==> config.mk <==
export PLATFORM = sky130hd
export DESIGN_NAME = shift_arbiter
export DESIGN_NICKNAME = d
export VERILOG_FILES = /design/src/rtl/shift_arbiter_pkg.sv /design/src/rtl/shift_arbiter_rr_arb2.sv /design/src/rtl/shift_arbiter.sv
export SDC_FILE = /design/constraint.sdc
export NUM_CORES = 1
export LEC_CHECK = 0
export CAP_MARGIN = 20
export CORE_MARGIN = 1
export CORE_UTILIZATION = 41
export CTS_CLUSTER_DIAMETER = 40
export DETAILED_ROUTE_END_ITERATION = 6
export GPL_ROUTABILITY_DRIVEN = 0
export PLACE_DENSITY_LB_ADDON = 0.1
export SLEW_MARGIN = 20
export SYNTH_ARGS = -nofsm -noshare
export SYNTH_HDL_FRONTEND = slang
export SYNTH_SLANG_ARGS = --single-unit
==> constraint.sdc <==
create_clock -name clk -period 2.1 [get_ports clk]
set_input_delay 0.42 -clock clk [delete_from_list [all_inputs] [get_ports clk]]
set_output_delay 0.42 -clock clk [all_outputs]
set_load 0.01 [all_outputs]
==> src/rtl/shift_arbiter_pkg.sv <==
// Shared ALU definitions for the shifter blocks: op codes, arbiter FSM states,
// and the illegal-op decode.
package shift_arbiter_pkg;

  localparam logic [2:0] OP_LSL = 3'b000;
  localparam logic [2:0] OP_LSR = 3'b001;
  localparam logic [2:0] OP_ASR = 3'b010;
  localparam logic [2:0] OP_ROL = 3'b011;
  localparam logic [2:0] OP_ROR = 3'b100;

  // Codes from here upward have no shift-unit meaning.
  localparam logic [2:0] OP_ILLEGAL_MIN = 3'b101;

  typedef enum logic [1:0] {
    IDLE,
    ISSUE,
    WAIT,
    RESP
  } state_e;

  function automatic logic op_illegal(input logic [2:0] op);
    return (op >= OP_ILLEGAL_MIN);
  endfunction

endpackage

==> src/rtl/shift_arbiter_rr_arb2.sv <==
// Two-way round-robin grant; the pointer remembers the last requester granted
// and advances only when a grant is actually taken.
module rr_arb2 (
  input  logic       clk,
  input  logic       rst,
  input  logic [1:0] req,
  input  logic       advance,
  output logic [1:0] grant
);

  logic last;

  always_comb begin
    grant = req;
    if (req == 2'b11) grant = last ? 2'b01 : 2'b10;
  end

  // Reset value 1 makes requester 0 the first winner under contention.
  always_ff @(posedge clk or posedge rst) begin
    if (rst)                  last <= 1'b1;
    else if (advance && |req) last <= grant[1];
  end

endmodule

==> src/rtl/shift_arbiter.sv <==
// Shares one external fixed-latency shift unit between two requesters with
// round-robin arbitration and a per-requester valid/ready response channel.
module shift_arbiter
  import shift_arbiter_pkg::*;
#(
  parameter int WIDTH  = 16,
  parameter int SHW    = 4,
  parameter int SH_LAT = 1
) (
  input  logic             clk,
  input  logic             rst,
  input  logic [1:0]       req_valid,
  output logic [1:0]       req_ready,
  input  logic [WIDTH-1:0] req_data0,
  input  logic [WIDTH-1:0] req_data1,
  input  logic [SHW-1:0]   req_amt0,
  input  logic [SHW-1:0]   req_amt1,
  input  logic [2:0]       req_op0,
  input  logic [2:0]       req_op1,
  output logic [WIDTH-1:0] sh_inp,
  output logic [SHW-1:0]   sh_shift_value,
  output logic [2:0]       sh_op,
  input  logic [WIDTH-1:0] sh_out,
  output logic [1:0]       rsp_valid,
  input  logic [1:0]       rsp_ready,
  output logic [WIDTH-1:0] rsp_data,
  output logic             rsp_err
);

  localparam int CW = (SH_LAT < 2) ? 1 : $clog2(SH_LAT);
  localparam logic [CW-1:0] CNT_LAST = CW'(SH_LAT - 1);

  state_e           state, state_nxt;
  logic [1:0]       grant;
  logic             gnt_id;
  logic [WIDTH-1:0] lat_data;
  logic [SHW-1:0]   lat_amt;
  logic [2:0]       lat_op;
  logic [CW-1:0]    cnt;
  logic             lat_illegal;

  assign lat_illegal = op_illegal(lat_op);

  rr_arb2 u_arb (
    .clk     (clk),
    .rst     (rst),
    .req     (req_valid),
    .advance (state == IDLE),
    .grant   (grant)
  );

  always_ff @(posedge clk or posedge rst) begin
    if (rst) state <= IDLE;
    else     state <= state_nxt;
  end

  always_comb begin
    state_nxt      = state;
    req_ready      = '0;
    rsp_valid      = '0;
    sh_inp         = '0;
    sh_shift_value = '0;
    sh_op          = '0;
    case (state)
      IDLE: begin
        // Gated by rst so the combinational handshake is quiet while in reset.
        if (|req_valid && !rst) begin
          req_ready = grant;
          state_nxt = ISSUE;
        end
      end
      ISSUE: begin
        if (lat_illegal) begin
          state_nxt = RESP;
        end else begin
          sh_inp         = lat_data;
          sh_shift_value = lat_amt;
          sh_op          = lat_op;
          state_nxt      = WAIT;
        end
      end
      WAIT: begin
        sh_inp         = lat_data;
        sh_shift_value = lat_amt;
        sh_op          = lat_op;
        if (cnt == CNT_LAST) state_nxt = RESP;
      end
      RESP: begin
        rsp_valid[gnt_id] = 1'b1;
        if (rsp_ready[gnt_id]) state_nxt = IDLE;
      end
      default: state_nxt = IDLE;
    endcase
  end

  always_ff @(posedge clk or posedge rst) begin
    if (rst) begin
      gnt_id   <= 1'b0;
      lat_data <= '0;
      lat_amt  <= '0;
      lat_op   <= '0;
      cnt      <= '0;
      rsp_data <= '0;
      rsp_err  <= 1'b0;
    end else begin
      case (state)
        IDLE: begin
          if (|req_valid) begin
            gnt_id   <= grant[1];
            lat_data <= grant[1] ? req_data1 : req_data0;
            lat_amt  <= grant[1] ? req_amt1  : req_amt0;
            lat_op   <= grant[1] ? req_op1   : req_op0;
            cnt      <= '0;
          end
        end
        ISSUE: begin
          if (lat_illegal) begin
            rsp_data <= lat_data;
            rsp_err  <= 1'b1;
          end
        end
        WAIT: begin
          if (cnt == CNT_LAST) rsp_data <= sh_out;
          else                 cnt      <= cnt + 1'b1;
        end
        RESP: begin
          if (rsp_ready[gnt_id]) rsp_err <= 1'b0;
        end
        default: ;
      endcase
    end
  end

endmodule

======== Word-level counts from Yosys, hierarchy flattened ========
Index checks and enable logic that the tools add are counted.
operators by class
  reduce and logical (&&, ||, !) cells .... 14
  mux-type cells .......................... 32
  order comparisons ....................... 3
  eq/ne operators ......................... 9
  $add $sub $neg .......................... 1
operator list
  operator             number
  $mux 16              4
  $pmux 16 s2          2
  $mux 2               8
  $ne 2x2->1 const B   5
  $reduce_and 3->1     3
  $mux 1               8
  $mux 4               2
  $pmux 2 s4           1
  $pmux 4 s2           1
  $eq 2x2->1 const B   3
  $mux 3               2
  $pmux 3 s2           1
  $reduce_bool 2->1    3
  $pmux 1 s2           2
  $reduce_and 2->1     2
  $ge 3x3->1 const B   1
  $logic_and 1x1->1    3
  $eq 2x1->1 const B   1
  $logic_not 2->1      1
  $lt 1x2->1 const B   1
  $reduce_or 2->1      1
  $add 1x1->1 const B  1
  $demux 1 s1          1
  $ge 1x1->1 const B   1
  $logic_not 1->1      1
word-level totals
  word-level logic and storage cells ...... 68
  bits of input ports ..................... 68
  register bits ........................... 45

======== Depth between registers and ports, before layout ========
Gate-level depths: netlist (run 1).
  depth in word-level cells ............... 5
  mapped depth ............................ 8
  mapped depth without buffers ............ 6

======== Modules after synthesis ========
Synthesis (run 1) repeated with hierarchy kept, for this count alone.
unflattened totals
  cell total of the unflattened synthesis .. 240
  area total of the unflattened synthesis .. 2491.1 um2
by module, submodules not included
  module         instances  cells an instance  sequential area each (um2)  area an instance (um2)
  shift_arbiter  1          233                1076.0                      2431.1
  rr_arb2        1          7                  26.3                        60.1

======== Least setup slack after synthesis (run 1) ========
OpenSTA, ideal clock, no wires.
  path kind ............................... register to output
  start point ............................. register state[0]
  end point ............................... output req_ready[0]
  buffers on the path ..................... 2
  setup slack ............................. 0.238 ns
  cell stages (with the launch flop) ...... 7
  arrival ................................. 1.442 ns
  cell sequence ........................... dfrtp_1 > inv_1 > ha_1 > o21ai_1 > buf_2 > buf_2 > nor3_1
between the ends
  longest elaborated chain between the ends .. 2
RTL lines
  element                 RTL line             source
  start, declared         shift_arbiter.sv:33  state_e state, state_nxt;
  start signal, assigned  shift_arbiter.sv:54  else state <= state_nxt;
  $logic_not 2->1         shift_arbiter.sv:64  case (state)
  $mux 2                  shift_arbiter.sv:64
  end, declared           shift_arbiter.sv:13  output logic [1:0] req_ready,
Every way passes these cells.

======== Worst setup path after layout (run 1) ========
  start point ............................. register state[1]
  end point ............................... output sh_inp[2]
between the ends
  longest elaborated chain between the ends .. 2
  elaborated cells between the ends (all ways) .. 3
RTL lines
  element                                          RTL line             source
  $eq 2x2->1 / $eq 2x1->1 (equally long branches)  shift_arbiter.sv:64
  $pmux 16 s2 (*)                                  shift_arbiter.sv:64
  end, declared                                    shift_arbiter.sv:20  output logic [WIDTH-1:0] sh_inp,
Every way passes the cells marked *; elsewhere a longest branch is shown, timed or not.

==> results of run 1 <==
## critical path, cell delays in order (launching register included)
cell	delay [ns]
dfrtp_1	0.43
buf_6	0.14
ha_4	0.16
a21oi_4	0.13
nor2b_4	0.07
buf_4	0.13
buf_6	0.11
and2_1	0.15
buf_2	0.14
## cell families after synthesis
logic type | synth area share (%)
flip-flops | 47.0
AO/OA/AOI/OAI | 12.7
AND/OR/NAND/NOR | 15.4
adder cells (fa/ha/maj) | 2.67
buffers and inverters | 5.28
multiplexers | 17.1
## power by group through the flow
stage          registers [W]  logic [W]  clock network [W]
2_1_floorplan        0.00160    0.00155                  0
3_3_place_gp         0.00159    0.00293                  0
3_5_place_dp         0.00161    0.00301                  0
4_1_cts              0.00161    0.00316           0.000694
5_1_grt              0.00169    0.00370           0.000739
6_report             0.00163    0.00339           0.000687
## worst paths after layout
path	start	end	slack, ns	depth (start not counted)
hold / removal	lat_amt[3]$_DFFE_PP0P_	lat_amt[3]$_DFFE_PP0P_	0.49	2
setup reg to reg	state[0]$_DFFE_PP0P_	rsp_data[10]$_DFFE_PP0P_	0.43	9
min in group asynchronous	rst	lat_amt[0]$_DFFE_PP0P_	0.56	3
setup / recovery	state[1]$_DFFE_PP0P_	sh_inp[2]	-0.07	8
hold reg to reg	lat_amt[3]$_DFFE_PP0P_	lat_amt[3]$_DFFE_PP0P_	0.49	2
max in group asynchronous	rst	rsp_data[12]$_DFFE_PP0P_	1.06	4
## state kept, by name, indices dropped and copies added, names as in the netlist
| signal | flops |
|---|---|
| state | 2 |
| lat_amt | 4 |
| rsp_data | 16 |
| u_arb.last | 1 |
| lat_data | 16 |
| gnt_id | 1 |
| lat_op | 3 |
| rsp_err | 1 |
## placed cells by master, fill, tap and decap left out, types with 2 or more instances in the layout
master / n
nand2_1: 31
buf_6: 17
nor2_1: 17
dfrtp_1: 42
buf_4: 25
o21ai_2: 2
o21ai_1: 18
clkbuf_2: 2
o21ai_0: 8
buf_2: 9
clkbuf_8: 6
buf_12: 2
dlygate4sd2_1: 5
mux2i_1: 40
a21oi_1: 19
ha_4: 3
and2_4: 11
and2_1: 12
clkdlybuf4s50_1: 83
inv_2: 3
## stage by stage
step | power [W] | cell area (µm²) | TNS [ns]
floorplan | 0.00315 | 2350 | 0
global placement | 0.00452 | 3680 | -0.933
detailed placement | 0.00462 | 3680 | -1.72
CTS | 0.00546 | 3860 | -2.97
global route | 0.00612 | 3920 | -1.97
finish | 0.00571 | 3920 | -0.993
## what timing repair did
item / 4_1_cts / 5_1_grt
buffers inserted: 3 / 4
resized for setup: 74 / 67
setup endpoints to repair: 27 / 23
pin swaps: 0 / 6
gates cloned: 1 / 1
## metal layers
layer / wire length [µm] / vias up
met2: 3470 / 65
li1: - / 1085
met5: 0 / -
met3: 345 / 6
met4: 52 / 0
met1: 2880 / 1050
## cell type report
class                           count  area [µm²]
Clock inverter                      2        38.8
Inverter                            4        17.5
Sequential cell                    44        1100
Tap cell                           72        90.1
Multi-Input combinational cell    176        1230
Fill cell                         450        1590
Timing Repair Buffer              144        1360
Clock buffer                        6        82.6
==> key figures, run 1 <==
Status
  • Status: finished with violations
  • Failing checks: negative setup slack

Global routing
  • Initial antenna violation count: 0
  • GRT busiest layer: met2
  • Largest net degree at the start of global routing: 48
  • First-pass GRT wire length: 10600 µm
  • Met2 Usage GRT: 39.3%
  • Total global routing overflow: 0
  • Total track usage: 23.1%
  • Met1 usage: a little under a third
  • Met3 Track Usage GR: 4.71%
  • Vias in the first global route: between 2000 and 2500

Placement
  • Placed insts: 433
  • Pre-CTS WS: -0.205 ns
  • Port-buffer cells: about 110
  • Post-DP HPWL: roughly 4900 µm

Power
  • Leakage Power: 1.77 nW
  • P_int: 0.00352 W
  • Logic pwr share: 59.4%
  • PwrDens: 1460 mW/mm²
  • Clock share of power: 12.0%
  • Net Sw Frac: between 30% and 40%
  • Highest ir drop seen on vdd: around 600 µV
  • Net Switching: between 0.002 and 0.0025 W
  • Register share of total power: 28.5%

Critical path
  • Setup crit end kind: output port
  • CP Data Arrival Time: 1.75 ns
  • Crit path kind: flop to output port
  • Worst path required time: 1.68 ns
  • Startpoint types: flop
  • CP Max Fanout: 4

Timing
  • Setup Skew: 0.00511 ns
  • Max Fclk: 460 MHz
  • Hold slack: 0.490 ns
  • Fin. max-slew vios: 0
  • Relative slew slack: between 70% and 80%
  • Final clock period utilization by the worst path: 104%
  • Endpoints failing setup: 15
  • Minimum clock period: 2.17 ns
  • Worst-Margin Slew: 0.435 ns
  • Final critical-path setup slack: -0.0747 ns
  • Final Hold Viols: 0
  • RSZ-0062 raised after global routing: yes

Clock tree
  • H-tree depth: 2
  • CTS tree: done
  • Hold bufs inserted after CTS: 0
  • CTS clk-pin slew, worst paths: 0.09 ns
  • Worst-case clock buffer depth: 2
  • Num CTS Buffers: 5
  • Clk Latency, worst-skew pair: 0.30 ns
  • Clock Sinks: 44
  • Root Buffer: clkbuf_8

Synth
  • Top-count cell post-synth: dfrtp_1
  • Share of the synthesized area in the top cell type: 45.8%
  • Post-synth ARST share: 100%
  • Distinct cells, synth: 31
  • Synth area leaders: dfrtp_1 46%, mux2i_1 17%, and2_1 6.1%
  • Avg Cell Area, Syn: 9.82 µm²
  • Seq cells post-synth: 44
  • Cell Area, Synth: 0.00235 mm²
  • Synth area leader: dfrtp_1
  • Post-synthesis instance total: 239
  • Most used DFF post-synth: dfrtp_1
  • Synth warnings: 0
  • Post-synth top cells: 43 x dfrtp_1, 40 x mux2i_1, 31 x nand2_1
  • Seq/Total Area, Yosys: a little under half
  • Number of synthesized flops with an enable pin: 0
  • Mapped Nets: ~310

Route
  • Vias per inst: about 4.9
  • WL final: slightly below 7000 µm
  • Post-route DRC: 0
  • Initial drt markers: 71
  • Final ANT Viol Nets: 0
  • DR pass1 iterations: 4
  • Wire length per cell: 15.1 µm
  • Vias: approximately 2200

Floorplanning
  • Row Count: 27
  • Total I/O pin count: 112
  • Die area: 0.00603 mm²
  • Die Span Y: 77.7 µm
  • Initial Utilization: 42.6%
  • Horiz. Die Dim: 77.7 µm
  • Core area: 0.00551 mm²

Finish
  • Non-filler instance count after layout: approximately 450
  • Area growth syn-to-layout: 67.0%
  • # diodes: 0
  • Fin nets: roughly 450
  • Final core utilization: around 70%
  • Share of cells above drive strength 1: 23.9%

Run
  • Max cap viols: 0

Hold path
  • Worst min path class: flop to flop
No activity file was read; power rests on OpenSTA's default activity.
==> run 2, diff against run 1 <==
SETUP_SLACK_MARGIN = 0.05   (was unset)
==> key figures, run 2 (synthesized netlist as in run 1, its figures left out) <==
Power
  • Leakage Power: 1.77 nW (-0.19%)
  • PwrDens: 1460 mW/mm² (about the same)
  • Highest ir drop seen on vdd: 635 µV (+5.1%)

Timing
  • Max Fclk: 460 MHz (about the same)
  • Setup Skew: 0.00460 ns (-0.000506 ns)
  • RSZ-0062 raised after global routing: yes
  • Fin. max-slew vios: 0 (unchanged)
  • Minimum clock period: 2.17 ns (+0.000156 ns)
  • Endpoints failing setup: 7 (-8)
  • Worst-Margin Slew: 0.443 ns (+0.00843 ns)
  • Hold slack: 0.491 ns (+0.000865 ns)
  • Final critical-path setup slack: -0.0749 ns (-0.000156 ns)
  • Relative slew slack: 70.5% (-0.56 points)
  • Total Neg Setup Slack: -0.442 ns (+0.551 ns)
  • Final clock period utilization by the worst path: 104% (about the same)
  • Final Hold Viols: 0 (unchanged)

Run
  • Max cap viols: 0 (unchanged)

Clock tree
  • CTS clk-pin slew, worst paths: 0.09 ns (about the same)
  • Worst-case clock buffer depth: 2 (unchanged)
  • Root Buffer: clkbuf_8
  • CTS tree: done
  • H-tree depth: 2 (unchanged)
  • Clk Latency, worst-skew pair: 0.29 ns (about the same)
  • Num CTS Buffers: 5 (unchanged)
  • Hold bufs inserted after CTS: 0 (unchanged)
  • Clock Sinks: 44 (unchanged)

Global routing
  • Total track usage: 23.2% (+0.025 points)
  • Largest net degree at the start of global routing: 48 (unchanged)
  • Total global routing overflow: 0 (unchanged)
  • Initial antenna violation count: 0 (unchanged)
  • Vias in the first global route: 2051 (-0.77%)
  • First-pass GRT wire length: 10600 µm (about the same)

Route
  • Initial drt markers: 70 (-1.4%)
  • Post-route DRC: 0 (unchanged)
  • WL final: 6760 µm (+0.19%)
  • DR pass1 iterations: 4 (unchanged)
  • Wire length per cell: 15.2 µm (+0.64%)
  • Final ANT Viol Nets: 0 (unchanged)
  • Vias per inst: 4.93 (+0.13%)
  • Vias: 2199 (-0.32%)

Critical path
  • Crit path from: state[1]$_DFFE_PP0P_
  • R2R setup slack: 0.40 ns (-0.03 ns)
  • Setup crit end kind: output port
  • CP Buf/Inv Count: 4 (unchanged)
  • Startpoint types: flop
  • Cell mode on critical path: buf_6
  • CP Data Arrival Time: 1.75 ns (about the same)
  • R2r worst-path depth: 9 (unchanged)
  • Critical-path cell list: buf_6, ha_4, a21oi_4, nor2b_4, buf_6, buf_6, and2_4, buf_6
  • Critical R2R Capture: rsp_data[10]$_DFFE_PP0P_
  • Crit path kind: flop to output port
  • Worst path required time: 1.68 ns (about the same)
  • Slowest CP cell: dfrtp_1
  • FF-to-FF Start: state[0]$_DFFE_PP0P_
  • CP top delay family: buffers and inverters
  • CP Max Fanout: 6 (+2)
  • Max incr delay on CP: 0.43 ns (about the same)

Floorplanning
  • Horiz. Die Dim: 77.7 µm (unchanged)
  • Die area: 0.00603 mm² (unchanged)
  • Initial Utilization: 42.6% (unchanged)
  • Total I/O pin count: 112 (unchanged)
  • Die Span Y: 77.7 µm (unchanged)
  • Core area: 0.00551 mm² (unchanged)
  • Row Count: 27 (unchanged)

Hold path
  • Min-Delay Startpoint: lat_amt[3]$_DFFE_PP0P_
  • Worst min path class: flop to flop
  • Hold path depth: 2 (unchanged)
  • Worst Hold Path EP: lat_amt[3]$_DFFE_PP0P_

Status
  • Failing checks: negative setup slack
  • Status: finished with violations

Finish
  • Area growth syn-to-layout: 67.6%
  • Final core utilization: 71.5% (+0.30 points)
  • Commonest non-fill, non-tap cell in the layout: clkdlybuf4s50_1
  • Fill cell count: 446 (-0.89%)
  • Final Cell Area: 0.00394 mm² (+0.41%)
  • Top Registers: lat_data: 16 flops, rsp_data: 16 flops, lat_amt: 4 flops
  • # diodes: 0 (unchanged)
  • Share of cells above drive strength 1: 25.4% (+1.5 points)
  • Commonest cells after routing, fill and taps aside: 83 x clkdlybuf4s50_1, 42 x dfrtp_1, 40 x mux2i_1, 31 x nand2_1, 24 x buf_4
  • Fin nets: 446 (-0.45%)

Placement
  • Pre-CTS WS: -0.205 ns (unchanged)
  • Post-DP HPWL: 4860 µm (unchanged)
  • Port-buffer cells: 111 (unchanged)
  • DP Area: 0.00368 mm² (unchanged)
==> run 2: cell count changes in the layout (fill, tap and decap cells not counted), sizes merged <==
cell | before | now
dlygate4sd2 | 5 | 4
buf | 53 | 54
clkbuf | 8 | 6
==> run 2: layout make-up <==
cell class              instances  area, µm²  area share (%)
clock buffers                   6       82.6            2.10
clock inverters                 2       38.8           0.986
inverters                       4       15.0           0.382
multi-input cells             176       1240            31.6
flip-flops and latches         44       1100            28.0
well taps                      72       90.1            2.29
repair buffers                142       1360            34.6
==> run 2: per-layer routing <==
layer	vias to the layer above	part of all wire [%]	global-route usage, %
li1	1079	-	-
met1	1039	43	30.4
met2	76	51	39.2
met3	5	5.2	4.12
met4	0	0.84	6.23
met5	-	0	0
==> run 2: metrics by stage <==
stage          cells  power (W)
2_1_floorplan    239    0.00315
3_3_place_gp     433    0.00452
3_5_place_dp     433    0.00462
4_1_cts          445    0.00543
5_1_grt          446    0.00614
6_report         446    0.00573
==> run 2: power breakdown <==
group | switching, W | leakage, nW | total (W) | internal, W
logic | 0.00157 | 1.18 | 0.00342 | 0.00185
registers | 0.000335 | 0.525 | 0.00163 | 0.00129
clock network | 0.000294 | 0.0614 | 0.000683 | 0.000389
total | 0.00220 | 1.77 | 0.00573 | 0.00353
==> run 2: repair_timing <==
item                                   CTS  global route
gates resized for setup                104            50
setup endpoints to repair               27            23
buffers inserted                         3             3
cloned                                   1             0
pin swaps                                0             7
endpoints found under the hold margin    0             0
==> run 2: how the worst max path moves through the flow <==
| stage | depth (start not counted) | endpoint | slack [ns] |
|---|---|---|---|
| floorplan | 6 | req_ready[0] | 0.24 |
| global placement | 5 | req_ready[1] | -0.15 |
| detailed placement | 5 | req_ready[0] | -0.21 |
| CTS | 8 | sh_inp[5] | -0.12 |
| global route | 7 | sh_inp[12] | -0.12 |
| finish | 8 | sh_inp[14] | -0.07 |
==> run 2: worst min-delay path, stage by stage (launching register included) <==
cell     delay, ns
dfrtp_1       0.35
nand2_1       0.05
o21ai_1       0.06
==> run 3, diff against run 2 <==
HOLD_SLACK_MARGIN = 0.15   (was unset)
PLACE_DENSITY = 0.79   (was unset)
PLACE_DENSITY_LB_ADDON = unset   (was 0.1)
==> key figures, run 3 (synthesized netlist as in run 1, its figures left out) <==
Status
  • Status: finished with violations
  • Failing checks: negative setup slack

Route
  • DR pass1 iterations: 4 (unchanged)
  • WL final: 6700 µm (-1.0%)
  • Initial drt markers: 81 (+16%)
  • Vias: 2166 (-1.5%)
  • Wire length per cell: 15.0 µm (-0.80%)
  • Final ANT Viol Nets: 0 (unchanged)
  • Vias per inst: 4.87 (-1.3%)
  • Post-route DRC: 0 (unchanged)

Placement
  • Post-DP HPWL: 4830 µm (-0.72%)
  • Pre-CTS WS: -0.191 ns (+0.0143 ns)
  • DP Area: 0.00368 mm² (unchanged)
  • Port-buffer cells: 111 (unchanged)

Global routing
  • Largest net degree at the start of global routing: 48 (unchanged)
  • Initial antenna violation count: 0 (unchanged)
  • Total global routing overflow: 0 (unchanged)
  • Vias in the first global route: 2281 (+11%)
  • Total track usage: 23.3% (+0.16 points)
  • First-pass GRT wire length: 11000 µm (+3.9%)

Finish
  • Register area: 0.00110 mm² (-0.11%)
  • Top Registers: lat_data: 16 flops, rsp_data: 16 flops, lat_amt: 4 flops
  • Commonest non-fill, non-tap cell in the layout: clkdlybuf4s50_1
  • Area growth syn-to-layout: 69.0%
  • Commonest cells after routing, fill and taps aside: 83 x clkdlybuf4s50_1, 43 x dfrtp_1, 40 x mux2i_1, 31 x nand2_1, 26 x buf_6
  • Footprint of the multi-input gates: 0.00125 mm² (+1.0%)
  • Fill cell count: 411 (-7.8%)
  • Share of cells above drive strength 1: 26.3% (+0.87 points)
  • Fin nets: 445 (-0.22%)
  • Final Cell Area: 0.00397 mm² (+0.79%)
  • # diodes: 0 (unchanged)

Timing
  • Final critical-path setup slack: -0.0180 ns (+0.0568 ns)
  • Relative slew slack: 71.3% (+0.85 points)
  • Worst-Margin Slew: 0.430 ns (-0.0127 ns)
  • Setup Skew: 0.00700 ns (+0.00240 ns)
  • RSZ-0062 raised after global routing: yes
  • Hold slack: 0.492 ns (+0.00174 ns)
  • Max Fclk: 472 MHz (+2.7%)
  • Final Hold Viols: 0 (unchanged)
  • Endpoints failing setup: 10 (+3)
  • Minimum clock period: 2.12 ns (-0.0568 ns)
  • Final clock period utilization by the worst path: 101% (-2.7 points)
  • Fin. max-slew vios: 0 (unchanged)

Critical path
  • Startpoint types: flop
  • Critical R2R Capture: state[0]$_DFFE_PP0P_
  • Max incr delay on CP: 0.40 ns (-0.03 ns)
  • Worst path required time: 1.68 ns (about the same)
  • Crit path kind: flop to output port
  • Cell mode on critical path: buf_6
  • Slowest CP cell: dfrtp_1
  • Critical-path cell list: inv_2, ha_4, nor2b_4, buf_6, and2_4, buf_6
  • Worst Setup EP: sh_inp[8]
  • FF-to-FF Start: state[0]$_DFFE_PP0P_
  • Crit path from: state[0]$_DFFE_PP0P_
  • Setup crit end kind: output port
  • R2r worst-path depth: 6 (-3)
  • CP Data Arrival Time: 1.70 ns (-0.05 ns)
  • CP Max Fanout: 6 (unchanged)
  • R2R setup slack: 0.48 ns (+0.08 ns)

Floorplanning
  • Total I/O pin count: 112 (unchanged)
  • Core area: 0.00551 mm² (unchanged)
  • Row Count: 27 (unchanged)
  • Die Span Y: 77.7 µm (unchanged)
  • Die area: 0.00603 mm² (unchanged)
  • Horiz. Die Dim: 77.7 µm (unchanged)
  • Initial Utilization: 42.6% (unchanged)

Clock tree
  • Hold bufs inserted after CTS: 0 (unchanged)
  • Clk Latency, worst-skew pair: 0.30 ns (about the same)
  • CTS clk-pin slew, worst paths: 0.08 ns (about the same)
  • H-tree depth: 2 (unchanged)
  • Worst-case clock buffer depth: 2 (unchanged)
  • Num CTS Buffers: 5 (unchanged)
  • CTS tree: done
  • Clock Sinks: 44 (unchanged)
  • Root Buffer: clkbuf_8

Hold path
  • Worst min path class: flop to flop

Power
  • Leakage Power: 1.77 nW (+0.31%)
  • PwrDens: 1460 mW/mm² (+0.25%)
  • Highest ir drop seen on vdd: 820 µV (+29%)

Run
  • Max cap viols: 0 (unchanged)
## run 3: changes by cell type in the layout (fill, tap and decap cells not counted), sizes merged
cell	change
buf	-2
clkdlybuf4s15	-1
clkinvlp	+1
dlygate4sd2	+1
## run 3: metrics by stage
stage	setup TNS [ns]	std cells	utilization [%]	total power, W
floorplan	0	239	-	0.00315
global placement	-0.884	433	66.8	0.00453
detailed placement	-2.03	433	66.8	0.00463
CTS	0	445	68.7	0.00538
global route	-0.870	445	72.0	0.00618
finish	-0.0709	445	72.0	0.00579
## run 3: final cells by class
class,instances,area share [%]
Sequential cell,44,27.8
Clock inverter,3,1.07
Tap cell,72,2.27
Inverter,4,0.379
Timing Repair Buffer,141,35.1
Multi-Input combinational cell,176,31.6
Clock buffer,5,1.74
## run 3: how the worst min path moves through the flow
| stage | from | end | slack (ns) | cells after the start |
|---|---|---|---|---|
| after detailed placement | lat_amt[2]$_DFFE_PP0P_ | lat_amt[2]$_DFFE_PP0P_ | 0.47 | 2 |
| after global routing | rst | lat_amt[1]$_DFFE_PP0P_ | 0.53 | 3 |
| after floorplan | lat_amt[0]$_DFFE_PP0P_ | lat_amt[0]$_DFFE_PP0P_ | 0.45 | 2 |
| final | lat_amt[2]$_DFFE_PP0P_ | lat_amt[2]$_DFFE_PP0P_ | 0.49 | 2 |
| after CTS | rst | lat_amt[2]$_DFFE_PP0P_ | 0.49 | 3 |
| after global placement | lat_amt[0]$_DFFE_PP0P_ | lat_amt[0]$_DFFE_PP0P_ | 0.46 | 2 |
## run 3: routing by layer
layer,routed length [µm],track usage (%),part of all wire [%],up-vias
met5,0,0,0,-
met4,117,8.87,1.7,0
met3,205,2.24,3.1,11
met2,3500,39.8,52,57
met1,2870,30.5,43,1020
li1,-,-,-,1078
## run 3: timing repair
action / in CTS / in global routing
pin swaps: 1 / 7
gates resized for setup: 112 / 48
setup buffers: 3 / 0
endpoints found under the setup margin: 27 / 23
gates cloned: 1 / 0
## run 3: where the power goes
| group | internal, W | switching [W] | total (W) | leakage [nW] |
|---|---|---|---|---|
| Combinational | 0.00193 | 0.00159 | 0.00352 | 1.19 |
| Sequential | 0.00129 | 0.000329 | 0.00162 | 0.525 |
| Clock | 0.000352 | 0.000297 | 0.000649 | 0.0541 |
| Total | 0.00358 | 0.00222 | 0.00579 | 1.77 |
## run 3: worst max-delay path, delay by kind of cell, from the launching register on
kind	cells	cell delay, ns
and+or+nand+nor	2	0.37
DFF	1	0.40
buffers and inverters	3	0.35
adders and majority gates	1	0.28
